===== src/rtl/pq_op_scheduler_if.sv =====
`default_nettype none
// ============================================================================
//  Module      : pq_op_scheduler_if
//  Description : Requester, response and queue-side bundle of the priority
//                queue op scheduler (slave = scheduler, master = environment).
//  Revision    : 1.0 - initial release
// ============================================================================
interface pq_op_scheduler_if #(
  parameter int NUM_REQ    = 4,
  parameter int DATA_WIDTH = 16
);
  localparam int ID_W = (NUM_REQ > 1) ? $clog2(NUM_REQ) : 1;

  logic [NUM_REQ-1:0]            i_req_valid;
  logic [2*NUM_REQ-1:0]          i_req_op;
  logic [NUM_REQ*DATA_WIDTH-1:0] i_req_data;
  logic [NUM_REQ-1:0]            o_req_ready;
  logic                          o_rsp_valid;
  logic [ID_W-1:0]               o_rsp_id;
  logic [DATA_WIDTH-1:0]         o_rsp_data;
  logic                          o_err;
  logic                          o_pq_wrt;
  logic                          o_pq_read;
  logic [DATA_WIDTH-1:0]         o_pq_data;
  logic                          i_pq_full;
  logic                          i_pq_empty;
  logic [DATA_WIDTH-1:0]         i_pq_data;
  logic [31:0]                   o_stat_issued;
  logic [31:0]                   o_stat_stall;

  modport slave (
    input  i_req_valid, i_req_op, i_req_data, i_pq_full, i_pq_empty, i_pq_data,
    output o_req_ready, o_rsp_valid, o_rsp_id, o_rsp_data, o_err,
           o_pq_wrt, o_pq_read, o_pq_data, o_stat_issued, o_stat_stall
  );

  modport master (
    output i_req_valid, i_req_op, i_req_data, i_pq_full, i_pq_empty, i_pq_data,
    input  o_req_ready, o_rsp_valid, o_rsp_id, o_rsp_data, o_err,
           o_pq_wrt, o_pq_read, o_pq_data, o_stat_issued, o_stat_stall
  );
endinterface
`default_nettype wire


===== src/rtl/pq_op_scheduler.sv =====
`default_nettype none
// ============================================================================
//  Module      : pq_op_scheduler
//  Description : Round-robin arbiter and op sequencer in front of the cycled
//                register-tree priority queue. Optional statistics counters
//                are enabled with macro PQ_SCHED_STATS_EN.
//  Revision    : 1.0 - initial release
// ============================================================================
module pq_op_scheduler #(
  parameter int NUM_REQ       = 4,
  parameter int DATA_WIDTH    = 16,
  parameter int SETTLE_CYCLES = 4
) (
  input  logic             i_CLK,
  input  logic             i_RSTn,
  pq_op_scheduler_if.slave bus
);

  localparam int ID_W  = (NUM_REQ > 1) ? $clog2(NUM_REQ) : 1;
  localparam int CNT_W = (SETTLE_CYCLES < 1) ? 1 : $clog2(SETTLE_CYCLES + 1);

  localparam logic [1:0] c_OP_ILL = 2'b00;
  localparam logic [1:0] c_OP_ENQ = 2'b01;

  typedef enum logic [0:0] {
    ST_IDLE   = 1'b0,
    ST_SETTLE = 1'b1
  } state_t;

  state_t                r_state;
  state_t                w_state_nxt;
  logic [CNT_W-1:0]      r_settle_cnt;
  logic [CNT_W-1:0]      w_settle_cnt_nxt;
  logic [ID_W-1:0]       r_rr_ptr;
  logic [ID_W-1:0]       w_rr_ptr_nxt;

  logic                  r_rsp_valid;
  logic [ID_W-1:0]       r_rsp_id;
  logic [DATA_WIDTH-1:0] r_rsp_data;
  logic                  r_err;

  logic [1:0]            w_op   [NUM_REQ];
  logic [DATA_WIDTH-1:0] w_key  [NUM_REQ];
  logic [NUM_REQ-1:0]    w_cond;
  logic [NUM_REQ-1:0]    w_elig;

  logic                  w_found;
  logic [ID_W-1:0]       w_win;
  logic [ID_W-1:0]       w_idx;
  logic [1:0]            w_sel_op;
  logic [DATA_WIDTH-1:0] w_sel_key;

  logic [NUM_REQ-1:0]    w_grant;
  logic                  w_wrt;
  logic                  w_read;
  logic [DATA_WIDTH-1:0] w_pq_data;
  logic                  w_issue;
  logic                  w_drop;

  // Queue-flag condition is independent of valid so it can also feed stall stats
  for (genvar g = 0; g < NUM_REQ; g++) begin : g_req
    assign w_op[g]   = bus.i_req_op[2*g +: 2];
    assign w_key[g]  = bus.i_req_data[g*DATA_WIDTH +: DATA_WIDTH];
    assign w_cond[g] = (w_op[g] == c_OP_ILL) ? 1'b1 :
                       (w_op[g] == c_OP_ENQ) ? ~bus.i_pq_full : ~bus.i_pq_empty;
    assign w_elig[g] = bus.i_req_valid[g] & w_cond[g];
  end

  always_comb begin
    w_found = 1'b0;
    w_win   = '0;
    w_idx   = '0;
    for (int k = 0; k < NUM_REQ; k++) begin
      w_idx = ID_W'((int'(r_rr_ptr) + k) % NUM_REQ);
      if (!w_found && w_elig[w_idx]) begin
        w_found = 1'b1;
        w_win   = w_idx;
      end
    end
  end

  assign w_sel_op  = w_op[w_win];
  assign w_sel_key = w_key[w_win];

  // Grants are suppressed while reset is asserted so every output reads 0
  always_comb begin
    w_state_nxt      = r_state;
    w_settle_cnt_nxt = r_settle_cnt;
    w_rr_ptr_nxt     = r_rr_ptr;
    w_grant          = '0;
    w_wrt            = 1'b0;
    w_read           = 1'b0;
    w_pq_data        = '0;
    w_issue          = 1'b0;
    w_drop           = 1'b0;
    case (r_state)
      ST_IDLE: begin
        if (w_found && i_RSTn) begin
          w_grant[w_win] = 1'b1;
          w_rr_ptr_nxt   = (w_win == ID_W'(NUM_REQ - 1)) ? '0 : w_win + ID_W'(1);
          if (w_sel_op == c_OP_ILL || (w_sel_op == c_OP_ENQ && w_sel_key == '0)) begin
            w_drop = 1'b1;
          end else begin
            w_issue = 1'b1;
            w_wrt   = w_sel_op[0];
            w_read  = w_sel_op[1];
            if (w_sel_op[0]) begin
              w_pq_data = w_sel_key;
            end
            if (SETTLE_CYCLES > 0) begin
              w_state_nxt      = ST_SETTLE;
              w_settle_cnt_nxt = CNT_W'(SETTLE_CYCLES);
            end
          end
        end
      end
      ST_SETTLE: begin
        if (r_settle_cnt <= CNT_W'(1)) begin
          w_state_nxt      = ST_IDLE;
          w_settle_cnt_nxt = '0;
        end else begin
          w_settle_cnt_nxt = r_settle_cnt - CNT_W'(1);
        end
      end
      default: begin
        w_state_nxt      = ST_IDLE;
        w_settle_cnt_nxt = '0;
      end
    endcase
  end

  always_ff @(posedge i_CLK or negedge i_RSTn) begin
    if (!i_RSTn) begin
      r_state      <= ST_IDLE;
      r_settle_cnt <= '0;
      r_rr_ptr     <= '0;
    end else begin
      r_state      <= w_state_nxt;
      r_settle_cnt <= w_settle_cnt_nxt;
      r_rr_ptr     <= w_rr_ptr_nxt;
    end
  end

  // Root is captured in the grant cycle, before the queue reacts to the strobe
  always_ff @(posedge i_CLK or negedge i_RSTn) begin
    if (!i_RSTn) begin
      r_rsp_valid <= 1'b0;
      r_rsp_id    <= '0;
      r_rsp_data  <= '0;
      r_err       <= 1'b0;
    end else begin
      r_rsp_valid <= w_issue & w_read;
      r_err       <= w_drop;
      if (w_issue && w_read) begin
        r_rsp_id   <= w_win;
        r_rsp_data <= bus.i_pq_data;
      end
    end
  end

  assign bus.o_req_ready = w_grant;
  assign bus.o_pq_wrt    = w_wrt;
  assign bus.o_pq_read   = w_read;
  assign bus.o_pq_data   = w_pq_data;
  assign bus.o_rsp_valid = r_rsp_valid;
  assign bus.o_rsp_id    = r_rsp_id;
  assign bus.o_rsp_data  = r_rsp_data;
  assign bus.o_err       = r_err;

`ifdef PQ_SCHED_STATS_EN
  logic [NUM_REQ-1:0] w_blocked;
  logic               w_stall;
  logic [31:0]        r_stat_issued;
  logic [31:0]        r_stat_stall;

  assign w_blocked = bus.i_req_valid & ~w_cond;
  assign w_stall   = (r_state == ST_IDLE) && (|w_blocked);

  always_ff @(posedge i_CLK or negedge i_RSTn) begin
    if (!i_RSTn) begin
      r_stat_issued <= '0;
      r_stat_stall  <= '0;
    end else begin
      if (w_issue && r_stat_issued != '1) begin
        r_stat_issued <= r_stat_issued + 32'd1;
      end
      if (w_stall && r_stat_stall != '1) begin
        r_stat_stall <= r_stat_stall + 32'd1;
      end
    end
  end

  assign bus.o_stat_issued = r_stat_issued;
  assign bus.o_stat_stall  = r_stat_stall;
`else
  assign bus.o_stat_issued = '0;
  assign bus.o_stat_stall  = '0;
`endif

endmodule
`default_nettype wire


===== src/flat_wrapper.sv =====
// flat-port wrapper written by rule: the top's interface ports become plain ports
module pq_op_scheduler_flat 
#(
  parameter int NUM_REQ       = 4,
  parameter int DATA_WIDTH    = 16,
  parameter int SETTLE_CYCLES = 4
)
  (i_CLK, i_RSTn, bus_i_req_valid, bus_i_req_op, bus_i_req_data, bus_i_pq_full, bus_i_pq_empty, bus_i_pq_data, bus_o_req_ready, bus_o_rsp_valid, bus_o_rsp_id, bus_o_rsp_data, bus_o_err, bus_o_pq_wrt, bus_o_pq_read, bus_o_pq_data, bus_o_stat_issued, bus_o_stat_stall);
  pq_op_scheduler_if #(.NUM_REQ(NUM_REQ), .DATA_WIDTH(DATA_WIDTH)) bus_i ();
  input  logic i_CLK;
  input  logic i_RSTn;
  input wire logic [$bits(bus_i.i_req_valid)-1:0] bus_i_req_valid;
  input wire logic [$bits(bus_i.i_req_op)-1:0] bus_i_req_op;
  input wire logic [$bits(bus_i.i_req_data)-1:0] bus_i_req_data;
  input wire logic [$bits(bus_i.i_pq_full)-1:0] bus_i_pq_full;
  input wire logic [$bits(bus_i.i_pq_empty)-1:0] bus_i_pq_empty;
  input wire logic [$bits(bus_i.i_pq_data)-1:0] bus_i_pq_data;
  output wire logic [$bits(bus_i.o_req_ready)-1:0] bus_o_req_ready;
  output wire logic [$bits(bus_i.o_rsp_valid)-1:0] bus_o_rsp_valid;
  output wire logic [$bits(bus_i.o_rsp_id)-1:0] bus_o_rsp_id;
  output wire logic [$bits(bus_i.o_rsp_data)-1:0] bus_o_rsp_data;
  output wire logic [$bits(bus_i.o_err)-1:0] bus_o_err;
  output wire logic [$bits(bus_i.o_pq_wrt)-1:0] bus_o_pq_wrt;
  output wire logic [$bits(bus_i.o_pq_read)-1:0] bus_o_pq_read;
  output wire logic [$bits(bus_i.o_pq_data)-1:0] bus_o_pq_data;
  output wire logic [$bits(bus_i.o_stat_issued)-1:0] bus_o_stat_issued;
  output wire logic [$bits(bus_i.o_stat_stall)-1:0] bus_o_stat_stall;
  assign bus_i.i_req_valid = bus_i_req_valid;
  assign bus_i.i_req_op = bus_i_req_op;
  assign bus_i.i_req_data = bus_i_req_data;
  assign bus_i.i_pq_full = bus_i_pq_full;
  assign bus_i.i_pq_empty = bus_i_pq_empty;
  assign bus_i.i_pq_data = bus_i_pq_data;
  assign bus_o_req_ready = bus_i.o_req_ready;
  assign bus_o_rsp_valid = bus_i.o_rsp_valid;
  assign bus_o_rsp_id = bus_i.o_rsp_id;
  assign bus_o_rsp_data = bus_i.o_rsp_data;
  assign bus_o_err = bus_i.o_err;
  assign bus_o_pq_wrt = bus_i.o_pq_wrt;
  assign bus_o_pq_read = bus_i.o_pq_read;
  assign bus_o_pq_data = bus_i.o_pq_data;
  assign bus_o_stat_issued = bus_i.o_stat_issued;
  assign bus_o_stat_stall = bus_i.o_stat_stall;
  pq_op_scheduler #(.NUM_REQ(NUM_REQ), .DATA_WIDTH(DATA_WIDTH), .SETTLE_CYCLES(SETTLE_CYCLES)) u_core (.i_CLK(i_CLK), .i_RSTn(i_RSTn), .bus(bus_i));
endmodule

===== config.mk =====
export PLATFORM = sky130hd
export DESIGN_NAME = pq_op_scheduler_flat
export DESIGN_NICKNAME = d
export VERILOG_FILES = /design/src/rtl/pq_op_scheduler_if.sv /design/src/rtl/pq_op_scheduler.sv /design/src/flat_wrapper.sv
export SDC_FILE = /design/constraint.sdc
export NUM_CORES = 1
export LEC_CHECK = 0
export BUFFER_PORTS_ARGS = -buffer_cell sky130_fd_sc_hd__buf_2
export CELL_PAD_IN_SITES_DETAIL_PLACEMENT = 1
export CELL_PAD_IN_SITES_GLOBAL_PLACEMENT = 2
export CORE_MARGIN = 10
export CORE_UTILIZATION = 22
export CTS_BUF_LIST = sky130_fd_sc_hd__clkbuf_16
export CTS_CLUSTER_SIZE = 8
export DETAILED_ROUTE_END_ITERATION = 16
export PLACE_DENSITY = 0.87
export SLEW_MARGIN = 25
export SYNTH_ARGS = -nofsm -noshare
export SYNTH_HDL_FRONTEND = slang
export SYNTH_SLANG_ARGS = --single-unit

===== constraint.sdc =====
create_clock -name i_CLK -period 7.3 [get_ports i_CLK]
set_clock_uncertainty 0.05 [all_clocks]
set_input_delay 0.73 -clock i_CLK [delete_from_list [all_inputs] [get_ports i_CLK]]
set_output_delay 0.73 -clock i_CLK [all_outputs]
set_load 0.05 [all_outputs]

==> flow_results.org, run 1 <==
** Logic synthesis
- Synthesized area per cell :: 8.14 um^2
- For this run, asynchronously set or reset flops after synthesis account for 100%.
- Netlist cell types :: 52
- Summed over all instances, the cell type with the most area after synthesis is sky130_fd_sc_hd__dfrtp_1.
- The synthesized netlist occupies a cell area of 0.00264 mm^2.
- In the synthesized netlist the dominant register cell turns out to be sky130_fd_sc_hd__dfrtp_1.
- Cell count after synthesis :: 324
- Cell types occupying the most area after synthesis :: sky130_fd_sc_hd__dfrtp_1, sky130_fd_sc_hd__buf_4, sky130_fd_sc_hd__nand2_1, sky130_fd_sc_hd__mux4_2, sky130_fd_sc_hd__o21ai_0
- In this run, synthesis inferred 0 flip-flops with an integrated enable.
- Proportion of synthesized chip area in sequential cells :: 24.7%
- Summed over its instances, the top area cell type makes up ~25% of the synthesized netlist area.
- Yosys warnings :: 0
- #FFs+latches synth :: 26

** STA
- Slew HR :: between 40 and 50%
- Clock period minus final worst setup slack :: ~5 ns
- Setup TNS :: 0 ns
- Slew of the pin with the lowest slew margin :: slightly above 0.8 ns
- Count of final max-slew check failures :: 0
- Max Fclk :: a little under 200 MHz
- Setup repair after global routing left no endpoint under its margin.
- Hold violation count in the final report :: 0
- Period Utilization, post-route :: 69.1%
- Setup violations remaining at the end of the flow were counted as 0.
- The tightest hold path in the finished design has a slack of approximately 0.42 ns.

** CTS
- In this run, post-CTS repair resized a total of 0 instances.
- The root buffer cell chosen for the clock tree is sky130_fd_sc_hd__clkbuf_16.
- Counting every sink on the clock net gives 26.
- TritonCTS created 3 clock buffers.
- TritonCTS clock tree :: done
- Skew-Pair Late Insertion Delay :: about 0.26 ns
- Clock transition at path regs :: around 0.060 ns
- After clock tree synthesis, the setup repair step added 0 buffers.
- CTS built an H-tree with a depth of 1.
- CTS max path bufs :: 2
- Number of hold-repair buffers added at the cts stage :: 0

** Floorplanning
- For this configuration, the core starts out at a cell density of roughly 23%.
- Number of top-level pins :: between 200 and 250
- In this run the standard cell core region covers 0.0116 mm^2.
- The die covers around 0.017 mm^2.
- In this run the horizontal extent of the chip is ~130 um.
- From bottom edge to top edge, the die measures 129 um.
- After floorplanning, the core was divided into 39 placement rows.

** Route
- Number of antenna-violating nets in the routed design :: 0
- First-pass iteration count of the detailed router :: 4
- The first routing iteration left 75 violations.
- After detailed routing, the average wire length per cell comes to 17.3 um.
- The routed layout has between 2000 and 3000 vias.
- For this run, design rule violations remaining after detail routing come to 0.
- Via density per instance :: 4.37
- Post-Route WL :: slightly above 10000 um

** GRT
- Number of global-route vias before repair :: 3042
- The initial antenna violation count is 0.
- Global routing finished with a remaining overflow of 0.
- Pin count of the biggest net entering global routing :: 28
- The first global-routing pass estimated 15700 um of wire.
- GRT Util Overall :: between 10% and 20%

** Worst setup path
- Largest fanout on the critical path :: 27
- Capturing element type of the critical path :: output pin
- Worst Reg2Reg Path Length in Cells :: 8
- Required time worst endpoint :: around 6.5 ns
- At the worst endpoint, the arrival time is 4.26 ns.
- Worst setup path class :: in2out
- The worst setup path is launched from a primary input.

** Run
- Max-cap violations in this run came to 0.

** Placement
- DPL Wire Length :: roughly 9000 um
- After detailed placement, the total cell area comes to 0.00320 mm^2.
- The congestion estimate from routability-driven global placement came to between 0.8 and 0.9.
- After detailed placement, the design holds a cell count of 592.
- During placement, the flow inserted port buffers numbering about 140.

** Final layout
- Cells with a size suffix above 1 make up between 30% and 40% of the layout.
- Compared with the post-synthesis result, the final layout area differs by 24.0%.
- Post-Layout Cell Count :: 595
- Share of the core filled with cells :: between 20 and 30%
- The net count of the finished layout is about 560.
- 0 antenna diodes ended up in the layout.
- Final cell area excluding filler cells :: ~0.0033 mm^2

** Power
- In this run the static leakage power is between 1.5 and 2 nW.
- Largest vdd supply drop :: slightly below 0.0001 V
- PD cells :: ~350 mW/mm^2

** Hold path
- Counting instances, the worst hold path has a depth of 2.
- The path class of the tightest hold or removal check is reg2reg.

** Outcome
- Status :: finished clean
where the power goes:
| group | internal (mW) | switching (mW) | total, mW |
|---|---|---|---|
| Combinational | 0.203 | 0.583 | 0.786 |
| Sequential | 0.208 | 0.0413 | 0.250 |
| Clock | 0.0725 | 0.0464 | 0.119 |
| Total | 0.483 | 0.671 | 1.15 |
critical path, cell delays in order:
cell and delay (ns):
sky130_fd_sc_hd__buf_2 0.12, sky130_fd_sc_hd__nand3b_1 0.22, sky130_fd_sc_hd__and3_1 0.22, sky130_fd_sc_hd__o211a_1 0.36
sky130_fd_sc_hd__nor2_8 0.46, sky130_fd_sc_hd__inv_2 0.25, sky130_fd_sc_hd__o211ai_1 0.30, sky130_fd_sc_hd__nand3_1 0.63
sky130_fd_sc_hd__clkinv_1 0.61, sky130_fd_sc_hd__buf_2 0.35
worst paths after layout:
check / startpoint / to / slack (ns)
max: bus_i_req_op[1] / bus_o_pq_read / 2.26
min: u_core.bus.o_rsp_data[0] / u_core.bus.o_rsp_data[0] / 0.42
max reg2reg: u_core.r_rr_ptr[1] / u_core.bus.o_rsp_id[1] / 3.75
min reg2reg: u_core.bus.o_rsp_data[0] / u_core.bus.o_rsp_data[0] / 0.42
max in group asynchronous: i_RSTn / u_core.bus.o_rsp_data[5] / 6.37
min in group asynchronous: i_RSTn / u_core.r_settle_cnt[1] / 0.43
synth_stat cells, types with 2 or more instances:
| cell | number |
|---|---|
| sky130_fd_sc_hd__or3_1 | 4 |
| sky130_fd_sc_hd__nor2_2 | 7 |
| sky130_fd_sc_hd__and2_1 | 5 |
| sky130_fd_sc_hd__nand3b_1 | 4 |
| sky130_fd_sc_hd__buf_2 | 5 |
| sky130_fd_sc_hd__o211ai_1 | 9 |
| sky130_fd_sc_hd__a311oi_2 | 2 |
| sky130_fd_sc_hd__mux2_2 | 7 |
| sky130_fd_sc_hd__a21boi_0 | 2 |
| sky130_fd_sc_hd__nor2_1 | 8 |
| sky130_fd_sc_hd__and3_1 | 4 |
| sky130_fd_sc_hd__mux2i_1 | 4 |
| sky130_fd_sc_hd__nor2b_1 | 7 |
| sky130_fd_sc_hd__nand2_1 | 67 |
| sky130_fd_sc_hd__inv_2 | 2 |
| sky130_fd_sc_hd__ha_1 | 6 |
| sky130_fd_sc_hd__o21a_1 | 2 |
| sky130_fd_sc_hd__mux4_2 | 7 |
| sky130_fd_sc_hd__a21oi_1 | 6 |
| sky130_fd_sc_hd__o21ai_0 | 22 |
| sky130_fd_sc_hd__buf_1 | 2 |
| sky130_fd_sc_hd__nor4_1 | 5 |
| sky130_fd_sc_hd__buf_4 | 64 |
| sky130_fd_sc_hd__nand4_2 | 2 |
| sky130_fd_sc_hd__nand3_1 | 5 |
| sky130_fd_sc_hd__buf_6 | 2 |
| sky130_fd_sc_hd__dfrtp_1 | 26 |
| sky130_fd_sc_hd__clkbuf_1 | 2 |
| sky130_fd_sc_hd__inv_1 | 13 |
stage by stage:
stage	setup WS [ns]	power, mW
after global routing	1.88	1.25
after CTS	2.28	1.17
after floorplan	3.29	0.881
final	2.26	1.15
after global placement	2.44	1.03
after detailed placement	2.27	1.04
kinds of logic (layout without fill, tap and decap cells):
logic type / after synthesis / in the layout / share of synthesized area, %
simple gates: 124 / 124 / 23.4
buf+inv: 92 / 157 / 23.1
compound gates: 57 / 57 / 15.4
flops: 26 / 26 / 24.7
mux: 18 / 18 / 10.5
fa+ha+maj: 6 / 6 / 2.85
other cells: 1 / 64 / 0.142
registers in the layout, summed over array words and instances (netlist names):
name                    flops
u_core.bus.o_err            1
u_core.r_state              1
u_core.r_rr_ptr             2
u_core.bus.o_rsp_data      16
u_core.r_settle_cnt         3
u_core.bus.o_rsp_valid      1
u_core.bus.o_rsp_id         2
final cells by class:
| class | instances | area (um^2) |
|---|---|---|
| inverter | 17 | 66.3 |
| multi-input combinational | 269 | 1610 |
| fill | 1473 | 8290 |
| clock buffer | 3 | 75.1 |
| sequential | 26 | 651 |
| tap | 143 | 179 |
| timing repair buffer | 137 | 686 |
cell usage in the layout, fill, tap and decap left out, types with 5 or more instances in the layout:
| cell type | n |
|---|---|
| sky130_fd_sc_hd__mux4_2 | 7 |
| sky130_fd_sc_hd__nor2_2 | 7 |
| sky130_fd_sc_hd__nor4_1 | 5 |
| sky130_fd_sc_hd__nor2_1 | 8 |
| sky130_fd_sc_hd__and2_1 | 5 |
| sky130_fd_sc_hd__dfrtp_1 | 26 |
| sky130_fd_sc_hd__o211ai_1 | 9 |
| sky130_fd_sc_hd__ha_1 | 6 |
| sky130_fd_sc_hd__nor2b_1 | 7 |
| sky130_fd_sc_hd__nand3_1 | 5 |
| sky130_fd_sc_hd__conb_1 | 64 |
| sky130_fd_sc_hd__nand2_1 | 67 |
| sky130_fd_sc_hd__inv_1 | 13 |
| sky130_fd_sc_hd__a21oi_1 | 6 |
| sky130_fd_sc_hd__buf_2 | 137 |
| sky130_fd_sc_hd__o21ai_0 | 22 |
| sky130_fd_sc_hd__mux2_2 | 7 |
per-layer routing:
metal / vias up / GRT usage [%] / wire length, um
li1: 1241 / - / -
met1: 1215 / 13.2 / 4350
met2: 138 / 20.8 / 4950
met3: 8 / 3.55 / 904
met4: 0 / 1.85 / 68
met5: - / 0 / 0
(Power assumes the default switching activity.)
==> run 2, diff against run 1 <==
--- a/config.mk
+++ b/config.mk
@@ -9,11 +9,11 @@
 export CELL_PAD_IN_SITES_DETAIL_PLACEMENT = 1
 export CELL_PAD_IN_SITES_GLOBAL_PLACEMENT = 2
 export CORE_MARGIN = 10
-export CORE_UTILIZATION = 22
+export CORE_UTILIZATION = 18
 export CTS_BUF_LIST = sky130_fd_sc_hd__clkbuf_16
 export CTS_CLUSTER_SIZE = 8
 export DETAILED_ROUTE_END_ITERATION = 16
-export PLACE_DENSITY = 0.87
+export PLACE_DENSITY = 0.76
 export SLEW_MARGIN = 25
 export SYNTH_ARGS = -nofsm -noshare
 export SYNTH_HDL_FRONTEND = slang
==> constraint.sdc (replaced) <==
create_clock -name i_CLK -period 4.3 [get_ports i_CLK]
set_clock_uncertainty 0.05 [all_clocks]
set_input_delay 0.43 -clock i_CLK [delete_from_list [all_inputs] [get_ports i_CLK]]
set_output_delay 0.43 -clock i_CLK [all_outputs]
set_load 0.05 [all_outputs]
==> flow_results.org, run 2 (synthesis gave the netlist of run 1 again) <==
** Floorplanning
- The number of top-level pins was 202 (unchanged).
- The number of placement rows is 44 (was 39).
- Core area :: 0.0144 mm^2 (was 0.0116 mm^2)
- Die W :: 141 um (was 129 um)
- Overall die height :: 141 um (was 129 um)
- Starting Density :: 18.3% (was 22.8%)
- The full die area was 0.0199 mm^2 (was 0.0168 mm^2).

** STA
- Slew HR :: 60.2% (was 45.5%)
- The hold violation count in the final report was 0 (unchanged).
- The measured slew at the worst slew-check pin is 0.595 ns (was 0.816 ns).
- Number of setup violations in the final report :: 0 (unchanged)
- The clock period could shrink to 3.98 ns.
- Hold slack final :: 0.190 ns (was 0.421 ns)
- Setup repair after global routing missed its margin :: false (unchanged)
- Setup TNS :: 0 ns (unchanged)
- Count of final max-slew check failures :: 0 (unchanged)
- Based on the critical path, the design can be clocked at up to ~250 MHz.
- Dividing the final minimum period by the clock period gives roughly 90%.

** Worst setup path
- The signal arrival time at the worst endpoint is 3.50 ns (was 4.26 ns).
- Chain of cells forming the critical path: buf_2 -> nand3b_1 -> and3_1 -> o211a_1 -> nor2_8 -> inv_2 -> or3_1 -> a32oi_1 -> nand4_2 -> o21bai_4 -> nor2_2 -> buf_2 (was buf_2 -> nand3b_1 -> and3_1 -> o211a_1 -> nor2_8 -> inv_2 -> o211ai_1 -> nand3_1 -> clkinv_1 -> buf_2).
- Most frequent cell on the critical path :: sky130_fd_sc_hd__buf_2 (unchanged)
- Startpoint Class :: primary input (unchanged)
- Worst setup path class :: in2out (unchanged)
- The largest fanout of any net on the critical path was 27 (unchanged).
- Crit-path leading delay family :: simple AND/OR/NAND/NOR gates (unchanged)
- The number of buffer and inverter stages on the critical path came to 3 (was 4).
- The endpoint type of the worst setup path is an output pin (unchanged).
- The required time of the critical path is 3.82 ns (was 6.52 ns).
- The library cell contributing the largest single delay on the critical path is sky130_fd_sc_hd__nor2_8 (was sky130_fd_sc_hd__nand3_1).
- The delay of the slowest cell on the worst path was 0.43 ns (was 0.63 ns).

** Route
- Via density per instance :: 4.09 (was 4.37)
- The met1 layer wirelength in the final routing is 4450 um (was 4350 um).
- The routed length on met3 was 1210 um (was 904 um).
- Highest metal layer with signal wires :: met5 (was met4)
- The number of design-rule violations left by the first detailed-router iteration came to 70 (was 75).
- The count of vias placed by the detailed router came to 2619 (was 2602).
- First-pass iteration count of the detailed router :: 4 (unchanged)
- DRC violation count after routing :: 0 (unchanged)
- Average detailed-routed wire length per instance :: 17.1 um (was 17.3 um)
- The detailed-route wire length was 11000 um (was 10300 um).
- The routed length on met2 is 5290 um (was 4950 um).
- The antenna violation net count after detailed routing was 0 (unchanged).

** Power
- The power per cell area is 602 mW/mm^2 (was 353 mW/mm^2).
- The net switching component of the power was 1.14 mW (was 671 uW).
- Sw Share :: 56.2% (was 58.1%)
- The internal power component was 893 uW (was 483 uW).
- Largest vdd supply drop :: 0.000227 V (was 0.0000972 V)
- The final total power was 2.04 mW (was 1.15 mW).
- The leakage power was 1.82 nW (was 1.78 nW).
- The sequential group share of total power came to 20.7% (was 21.6%).
- The combinational power share was 65.9% (was 68.1%).
- The clock power share came to 13.3% (was 10.3%).

** GRT
- Initial antenna violation count :: 1 (was 0)
- The pin count of the biggest net entering global routing was 28 (unchanged).
- The leftover overflow at the end of global routing is 0 (unchanged).
- The wire length of the first global-routing pass came to 17100 um (was 15700 um).
- The global-route total usage across every layer was 10.5% (was 11.5%).
- Number of global-route vias before repair :: 3039 (was 3042)

** CTS
- Skew-Pair Late Insertion Delay :: 0.26 ns (about the same)
- The TritonCTS sink count was 26 (unchanged).
- The post-CTS setup repair buffer count is 0 (unchanged).
- Number of instances resized during post-cts repair :: 0 (unchanged)
- Number of levels in the clock H-tree :: 1 (unchanged)
- Clock tree root driver cell :: sky130_fd_sc_hd__clkbuf_16 (unchanged)
- The number of buffers inserted during clock tree synthesis was 3 (unchanged).
- Number of hold-repair buffers added at the cts stage :: 0 (unchanged)
- Clock transition at path regs :: 0.07 ns (was 0.06 ns)
- TritonCTS clock tree :: done (unchanged)
- CTS max path bufs :: 2 (unchanged)

** Outcome
- Status: finished clean (unchanged).

** Placement
- Dpl cell area :: 0.00328 mm^2 (was 0.00320 mm^2)
- The number of buffers added on ports was 137 (unchanged).
- The post-placement cell count is 637 (was 592).
- DPL Wire Length :: 9600 um (was 8840 um)
- The final RePlAce weighted congestion is 0.764 (was 0.871).

** Final layout
- Net count reported at finish :: 560 (was 556)
- The share of layout cells above drive strength 1 was 39.2% (was 38.5%).
- The number of cells in the finished layout apart from fillers came to 641 (was 595).
- Layout overhead on the synthesized area :: 28.2% (was 24.0%)
- FILL cells :: 1795 (was 1473)
- Commonest non-fill, non-tap cell in the layout :: sky130_fd_sc_hd__buf_2 (unchanged)
- The final design area excluding fillers is 0.00338 mm^2 (was 0.00327 mm^2).
- Most used cells in the layout excluding fill and tap cells :: sky130_fd_sc_hd__buf_2, sky130_fd_sc_hd__nand2_1, sky130_fd_sc_hd__conb_1, sky130_fd_sc_hd__dfrtp_1, sky130_fd_sc_hd__o21ai_0 (unchanged)
- The flip-flop count of the largest register, all copies and words added is 16 (unchanged).
- The number of antenna diodes came to 0 (unchanged).

** Hold path
- The path class of the lowest-slack min-delay path is in2async (was reg2reg).

** Run
- Number of maximum-capacitance constraint violations :: 0 (unchanged)
-- run 2: final timing paths --
| kind | from | endpoint | slack, ns | cells after the start |
|---|---|---|---|---|
| worst max-delay path | bus_i_req_op[1] | bus_o_pq_data[6] | 0.32 | 12 |
| min in group i_CLK | bus_i_pq_data[14] | u_core.bus.o_rsp_data[14] | 0.31 | 3 |
| max in group asynchronous | i_RSTn | u_core.bus.o_rsp_data[5] | 3.73 | 2 |
| worst max register to register | u_core.r_rr_ptr[1] | u_core.bus.o_rsp_id[1] | 1.21 | 10 |
| worst min-delay path | i_RSTn | u_core.r_settle_cnt[1] | 0.19 | 2 |
| worst min register to register | u_core.bus.o_rsp_data[6] | u_core.bus.o_rsp_data[6] | 0.42 | 2 |
-- run 2: area by class of cell --
cell class,instances,area [um^2],share of cell area [%]
Tap cell,184,230,6.81
Clock buffer,3,75.1,2.22
Timing Repair Buffer,141,716,21.2
Multi-Input combinational cell,269,1610,47.7
Clock inverter,1,30.0,0.888
Inverter,17,66.3,1.96
Sequential cell,26,651,19.2
-- run 2: routing by layer --
metal  GRT usage, %  vias up
met2           18.3      140
li1               -     1242
met4          0.707        2
met5              0        -
met1           11.7     1229
met3           5.07        6
-- run 2: per-stage QoR --
step | setup WS, ns | utilization (%)
finish | 0.320 | 23.4
floorplan | 0.893 | -
global route | 0.0719 | 23.4
CTS | 0.280 | 23.4
detailed placement | 0.290 | 22.7
global placement | 0.402 | 22.7
-- run 2: power groups by stage --
stage	Combinational [mW]	Clock [mW]	Sequential [mW]
after global routing	1.46	0.292	0.444
after detailed placement	1.36	0	0.428
after global placement	1.34	0	0.422
after CTS	1.36	0.282	0.422
final	1.34	0.272	0.422
after floorplan	0.794	0	0.702
